### config.mk
export PLATFORM = sky130hd
export DESIGN_NAME = if0_pc_gen_bpu
export DESIGN_NICKNAME = d
export VERILOG_FILES = /design/src/rtl/if0_pc_gen_bpu_pkg.sv /design/src/rtl/if0_pc_gen_bpu_btb_2bit.sv /design/src/rtl/if0_pc_gen_bpu.sv
export SDC_FILE = /design/constraint.sdc
export NUM_CORES = 2
export LEC_CHECK = 0
export ABC_CLOCK_PERIOD_IN_PS = 43900
export CORE_MARGIN = 1.5
export CORE_UTILIZATION = 62
export DETAILED_ROUTE_END_ITERATION = 6
export PLACE_DENSITY = 0.82
export REMOVE_ABC_BUFFERS = 1
export SLEW_MARGIN = 25
export SYNTH_ARGS = -nofsm -noshare
export SYNTH_HDL_FRONTEND = slang
export SYNTH_SLANG_ARGS = --single-unit
### constraint.sdc
create_clock -name clk -period 43.9 [get_ports clk]
set_clock_uncertainty 0.2 [all_clocks]
set_input_delay 6.585 -clock clk [delete_from_list [all_inputs] [get_ports clk]]
set_output_delay 6.585 -clock clk [all_outputs]
set_load 0.05 [all_outputs]
### src/rtl/if0_pc_gen_bpu_pkg.sv
// if0_pc_gen_bpu_pkg: shared widths, reset PC, BTB geometry and 2-bit counter encodings
package if0_pc_gen_bpu_pkg;
  localparam int WORD = 32;
  localparam logic [WORD-1:0] RESET_PC = 32'h1c000000;
  localparam int BTB_ENTRIES = 16;
  localparam int IDX = $clog2(BTB_ENTRIES);
  localparam int TAG_W = WORD - IDX - 2;
  typedef enum logic [1:0] {SNT = 2'b00, WNT = 2'b01, WT = 2'b10, ST = 2'b11} ctr_t;
endpackage

### src/rtl/if0_pc_gen_bpu_btb_2bit.sv
// btb_2bit: direct-mapped BTB with 2-bit counters, zero-latency lookup and EX-side training
module btb_2bit
  import if0_pc_gen_bpu_pkg::*;
(
  input  logic            clk,
  input  logic            rst,
  input  logic [WORD-1:0] pc,
  output logic            taken,
  output logic [WORD-1:0] target,
  input  logic            upd_valid,
  input  logic [WORD-1:0] upd_pc,
  input  logic            upd_taken,
  input  logic [WORD-1:0] upd_target
);
  logic [BTB_ENTRIES-1:0] valid;
  logic [TAG_W-1:0] tag [BTB_ENTRIES];
  logic [WORD-1:0] tgt [BTB_ENTRIES];
  logic [1:0] ctr [BTB_ENTRIES];
  logic [IDX-1:0] ridx, widx;
  logic [TAG_W-1:0] wtag;
  logic whit, unused_bits;
  assign ridx = pc[IDX+1:2];
  assign widx = upd_pc[IDX+1:2];
  assign wtag = upd_pc[WORD-1:IDX+2];
  assign whit = valid[widx] && tag[widx] == wtag;
  assign taken = valid[ridx] && tag[ridx] == pc[WORD-1:IDX+2] && ctr[ridx][1];
  assign target = tgt[ridx];
  assign unused_bits = ^{pc[1:0], upd_pc[1:0], upd_target[1:0]};
  always_ff @(posedge clk or posedge rst) begin
    if (rst) begin
      valid <= '0;
      for (int i = 0; i < BTB_ENTRIES; i++) begin
        tag[i] <= '0;
        tgt[i] <= '0;
        ctr[i] <= SNT;
      end
    end else if (upd_valid) begin
      if (whit) begin
        ctr[widx] <= upd_taken ? (ctr[widx] == ST ? ST : ctr[widx] + 2'd1)
                               : (ctr[widx] == SNT ? SNT : ctr[widx] - 2'd1);
        if (upd_taken) tgt[widx] <= {upd_target[WORD-1:2], 2'b00};
      end else if (upd_taken) begin
        valid[widx] <= 1'b1;
        tag[widx] <= wtag;
        tgt[widx] <= {upd_target[WORD-1:2], 2'b00};
        ctr[widx] <= WT;
      end
    end
  end
endmodule

### src/rtl/if0_pc_gen_bpu.sv
// if0_pc_gen_bpu: IF0 fetch PC register with redirect/stall priority and BTB-driven next-PC prediction
module if0_pc_gen_bpu
  import if0_pc_gen_bpu_pkg::*;
(
  input  logic            clk,
  input  logic            rst,
  input  logic            stall_i,
  input  logic            ex_branch_i,
  input  logic [WORD-1:0] ex_pc_i,
  input  logic            upd_valid_i,
  input  logic [WORD-1:0] upd_pc_i,
  input  logic            upd_taken_i,
  input  logic [WORD-1:0] upd_target_i,
  output logic [WORD-1:0] pc_o,
  output logic            pre_branch_o,
  output logic [WORD-1:0] pre_pc_o
);
  logic [WORD-1:0] btb_target;
  logic unused_bits;
  assign unused_bits = ^ex_pc_i[1:0];
  btb_2bit u_btb (
    .clk(clk),
    .rst(rst),
    .pc(pc_o),
    .taken(pre_branch_o),
    .target(btb_target),
    .upd_valid(upd_valid_i),
    .upd_pc(upd_pc_i),
    .upd_taken(upd_taken_i),
    .upd_target(upd_target_i)
  );
  always_comb pre_pc_o = pre_branch_o ? btb_target : pc_o + WORD'(4);
  always_ff @(posedge clk or posedge rst) begin
    if (rst) pc_o <= RESET_PC;
    else if (ex_branch_i) pc_o <= {ex_pc_i[WORD-1:2], 2'b00};
    else if (!stall_i) pc_o <= pre_pc_o;
  end
endmodule

-- After elaboration in Yosys (flattened, before gate mapping)
Cells that the tools add are included.
- word-level logic and storage cells: 118
- input bits: 102
- register bits after elaboration: 1008
- output and inout port bits: 65
- muxes and demuxes: 38
- reduce and logical (&&, ||, !) cells: 10
- eq/ne operators: 4
- $lt $le $gt $ge: 6
- add/sub/neg operators: 3
- bitwise logic cells: 7
- operators with widths (operator ; count):
    $bwmux W512 ; 1
    $bwmux W416 ; 1
    $mux W32 ; 8
    $bmux W26 S4 ; 2
    $mux W26 ; 5
    $bmux W32 S4 ; 1
    $demux W32 S4 ; 1
    $demux W26 S4 ; 1
    $eq A26 B26 Y1 ; 2
    $add A32 B3 Y32 const B ; 1
    $bwmux W32 ; 1
    $or A16 B16 Y16 ; 2
    $and A16 B16 Y16 ; 1
    $bmux W2 S4 ; 2
    $mux W2 ; 8
    $not A16 Y16 ; 1
    $ge A5 B5 Y1 const B ; 2
    $lt A4 B5 Y1 const B ; 2
    $not A4 Y5 ; 2
    $bmux W1 S4 ; 2
    $demux W2 S4 ; 1
    $logic_and A1 B1 Y1 ; 5
    $lt A5 B1 Y1 const B ; 1
    $demux W1 S4 ; 1
    other kinds (11) ; 14

-- Logic depth before layout (Yosys ltp)
- word-level depth: 10
- depth in mapped cells: 16

-- Modules after synthesis
From an unflattened synthesis, not the netlist that was laid out.
- cell total of the unflattened synthesis: 3635
- area total of the unflattened synthesis: 49989.2 um2
- modules (own cells, without submodules) (module ; times used ; area an instance (um2) ; cells an instance):
    btb_2bit ; 1 ; 47305.4 ; 3304
    if0_pc_gen_bpu ; 1 ; 2683.8 ; 331

-- Worst setup path before layout
Ideal clock, no wire load.
- path kind: register -> output
- from: register pc_o[3]
- to: output port pre_pc_o[18]
- path slack: 32275 ps
- data arrival time: 4840 ps
- path buffers: 3
- required time: 37115 ps
- cell stages (with the launch flop): 12
- cells stage by stage: dfrtp_1 > buf_6 > buf_2 > buf_4 > mux4_2 > mux2i_1 > o21ai_1 > o32a_1 > or4_1 > or4_4 > nor4b_4 > o21ai_0
- cells in the longest elaborated chain, start to end: 8
- ends and longest elaborated chain (what ; RTL line ; text):
    start: declaration ; if0_pc_gen_bpu.sv:14 ; output logic [WORD-1:0] pc_o,
    start signal: assignment ; if0_pc_gen_bpu.sv:35 ; else if (ex_branch_i) pc_o <= {ex_pc_i[WORD-1:2], 2'b00};
    start signal: assignment ; if0_pc_gen_bpu.sv:36 ; else if (!stall_i) pc_o <= pre_pc_o;
    $not A4 Y5 (not written as such) ; if0_pc_gen_bpu_btb_2bit.sv:26 ; assign taken = valid[ridx] && tag[ridx] == pc[WORD-1:IDX+2] && ctr[ridx][1];
    $bmux W26 S4 ; if0_pc_gen_bpu_btb_2bit.sv:26 ;
    $mux W26 (not written as such) (2 in a row) ; if0_pc_gen_bpu_btb_2bit.sv:26 ;
    $eq A26 B26 Y1 ; if0_pc_gen_bpu_btb_2bit.sv:26 ;
    $logic_and A1 B1 Y1 ; if0_pc_gen_bpu_btb_2bit.sv:26 ;
    $logic_and A1 B1 Y1 (*) ; if0_pc_gen_bpu_btb_2bit.sv:26 ;
    named net pre_branch_o ; if0_pc_gen_bpu.sv:15 ; output logic pre_branch_o,
    $mux W32 (*) ; if0_pc_gen_bpu.sv:32 ; always_comb pre_pc_o = pre_branch_o ? btb_target : pc_o + WORD'(4);
    end: declaration ; if0_pc_gen_bpu.sv:16 ; output logic [WORD-1:0] pre_pc_o
Mark *: on every way through the listed nets, which the timed path passes. The rest lies on a longest branch. The select of a mux whose other input is x is not followed.

-- Worst setup path in the final report
- from: register pc_o[3]
- to: output port pre_pc_o[25]
- cells in the longest elaborated chain, start to end: 8
- ends and longest elaborated chain (what ; RTL line):
    $not A4 Y5 (not written as such) ; if0_pc_gen_bpu_btb_2bit.sv:26, if0_pc_gen_bpu_btb_2bit.sv:27
    $bmux W26 S4 ; if0_pc_gen_bpu_btb_2bit.sv:26
    $mux W26 (not written as such) (2 in a row) ; if0_pc_gen_bpu_btb_2bit.sv:26
    $eq A26 B26 Y1 ; if0_pc_gen_bpu_btb_2bit.sv:26
    $logic_and A1 B1 Y1 (2 in a row) ; if0_pc_gen_bpu_btb_2bit.sv:26
    $mux W32 (*) ; if0_pc_gen_bpu.sv:32
Every way passes the cells marked *; elsewhere a longest branch is shown, timed or not. The select of a mux whose other input is x is not followed.

==> reports/metrics.cfg <==
[synthesis]
syn_inst = 3402
synth_seq_area_share = 0.487
synth.avg_cell_area_um2 = 14.7
ys_ff_latch = 976
synthArstFlopShare = 1.00
synth_flop_cell = dfrtp_1
netlist_area_um2 = 50200
synth_edf_count = 0
ys_types = 80
ys_warn_count = 0

[grt]
first_global_vias = 34300
grt_max_degree = 137
grt_overflow_total = 0
grt_pass1_wl_um = 218000
antenna_found_initial = 6
grt_usage = 0.356

[placed_design]
place.gp.congestion = 0.983
hpwl_um = 86300
port_buffers = 160
dpl_cell_area_um2 = 52400

[floorplanning]
rows = 104
io_pins = 167
start_util = 0.625
die_area_um2 = 82600
dieHeight_um = 287
fp.dieW_um = 287
core_um2 = 80300

[detailed_routing]
via_per_inst = 7.15
wl_met1_um = 55100
firstDrtPassIters = 7
drtAntennaViolNets = 0
wl_met2_um = 68500
top_layer_used = met5
wl_met3_um = 14200
drt_iter0_drc = 3399
drc_errors = 0
wirelength_um = 145000
post_drt_wl_per_cell_um = 31.6
num_vias = 32700

[sta]
clock.fmax_mhz = 70.0
finalCriticalPeriod_ns = 14.28
slew_headroom = 0.215
finalSetupViolCount = 0
rsz0062_at_grt = false
finalHoldViolations = 0
post-route-period-util = 0.325
fin_hold_ws_ns = 0.283
worst-slew-pin-transition_ns = 1.17
setup_tns_ns = 0
slew_violations = 0

[min_path]
hold_class = flip-flop to flip-flop

[cells_and_area]
area_growth_pct = 11.6
drive_above_1_share = 0.461
layout_commonest_cell = dfrtp_1
fin_nets = 3521
final_cell_area_um2 = 56000
layout_common_cells = dfrtp_1 (969), mux2_2 (928), mux4_2 (370)

[clock_tree]
clock_path_buffers = 3
clock-sinks = 976
clockRootBuffer = clkbuf_16
cts_setup_buffers = 0
cts_tree = done
htreeDepth = 3
clock_latency_ns = 0.69
cts_buffers = 101
post_cts_resized = 0
holdBufCountCts = 0
path_clk_slew_ns = 0.06

[power_and_ir_drop]
power_frac_seq = 0.441
total_power_mw = 2.72
sw_frac_of_total = 0.291
power_switching_mw = 0.793
power_density_nw_per_um2 = 48.6
cellLeakagePower_nw = 24.1
p_clk_frac = 0.329
combPwrFrac = 0.230
ir_drop_uv = 39.3
intPower_mw = 1.93

[critical_path]
arrival_ns = 7.50
cp-end-kind = primary output
crit_type = flip-flop to primary output
cp-start-kind = flip-flop
cp.required_ns = 37.11
cp_max_fo = 56

[run]
drv_cap = 0

[status]
status = complete, no violations

==> metal layers <==
metal | GRT usage | up-vias
li1 | - | 12900
met1 | 0.479 | 17500
met2 | 0.554 | 1836
met3 | 0.0924 | 432
met4 | 0.155 | 8
met5 | 0 | -
==> registers in the layout (all words and copies together), names as in the netlist <==
| signal | flops |
|---|---|
| u_btb.valid | 16 |
| u_btb.tgt | 480 |
| u_btb.tag | 416 |
| u_btb.ctr | 32 |
| pc_o | 32 |
==> area by class of cell <==
type                       count  area (um^2)
fill                        5019        24300
clock buffer                 136         2830
antenna                        4         10.0
clock inverter                53          684
inverter                      33          139
timing repair buffer         232         2190
multi-input combinational   2074        24400
tap                         1060         1330
sequential                   976        24400
==> path summary, 6_finish.rpt <==
check                              from              to  slack (ns)  cells past startpoint
min reg2reg                u_btb.ctr[2]    u_btb.ctr[2]        0.28                      1
min                        u_btb.ctr[2]    u_btb.ctr[2]        0.28                      1
max                             pc_o[3]    pre_pc_o[25]       29.62                     10
max reg2reg                     pc_o[3]        pc_o[25]       37.17                     10
max in group asynchronous           rst  u_btb.tgt[338]       34.05                      7
min in group asynchronous           rst  u_btb.tgt[218]        6.21                      2
==> stage by stage <==
stage                util  cells  setup WS (ns)
floorplan               -   3083           9.66
global placement    0.653   4374          30.58
detailed placement  0.653   4374          30.39
CTS                 0.696   4563          29.63
global route        0.697   4566          29.41
finish              0.697   4568          29.62
==> power groups by stage <==
stage	registers [mW]	logic, mW	clock network, mW
detailed placement	1.21	0.619	0
finish	1.20	0.627	0.896
global route	1.22	0.662	0.938
global placement	1.18	0.596	0
CTS	1.19	0.624	0.902
floorplan	1.19	0.461	0
==> synthesized netlist by cell type, types with 31 or more instances <==
master,instances,share of area
dfrtp_1,973,0.49
mux2_2,928,0.21
mux4_2,370,0.17
clkbuf_1,131,0.0098
mux2i_1,106,0.021
nand2_1,89,0.0067
buf_1,86,0.0064
buf_2,76,0.0076
nor2_1,70,0.0052
xnor2_1,55,0.0096
o21ai_0,48,0.0048
nand3_1,38,0.0038
and3_1,32,0.0040
inv_1,31,0.0023
==> worst max-delay path, cell delays in order (launching register included) <==
cell             delay (ns)
dfrtp_4                0.95
buf_4                  0.81
mux4_2                 0.60
and2_1                 0.18
a2111oi_0              0.85
nor4_1                 0.28
or4_1                  0.52
a2111o_1               0.40
and4bb_2               0.93
mux2_2                 0.41
clkdlybuf4s50_1        0.83
==> logic make-up after synthesis <==
group,synth area share
buffers and inverters,0.0309
multiplexers,0.399
AO/OA/AOI/OAI,0.0328
AND/OR/NAND/NOR,0.0383
adder cells (fa/ha/maj),0.000648
XOR/XNOR,0.0113
flip-flops,0.487
No activity file was read; power rests on OpenSTA's default activity.
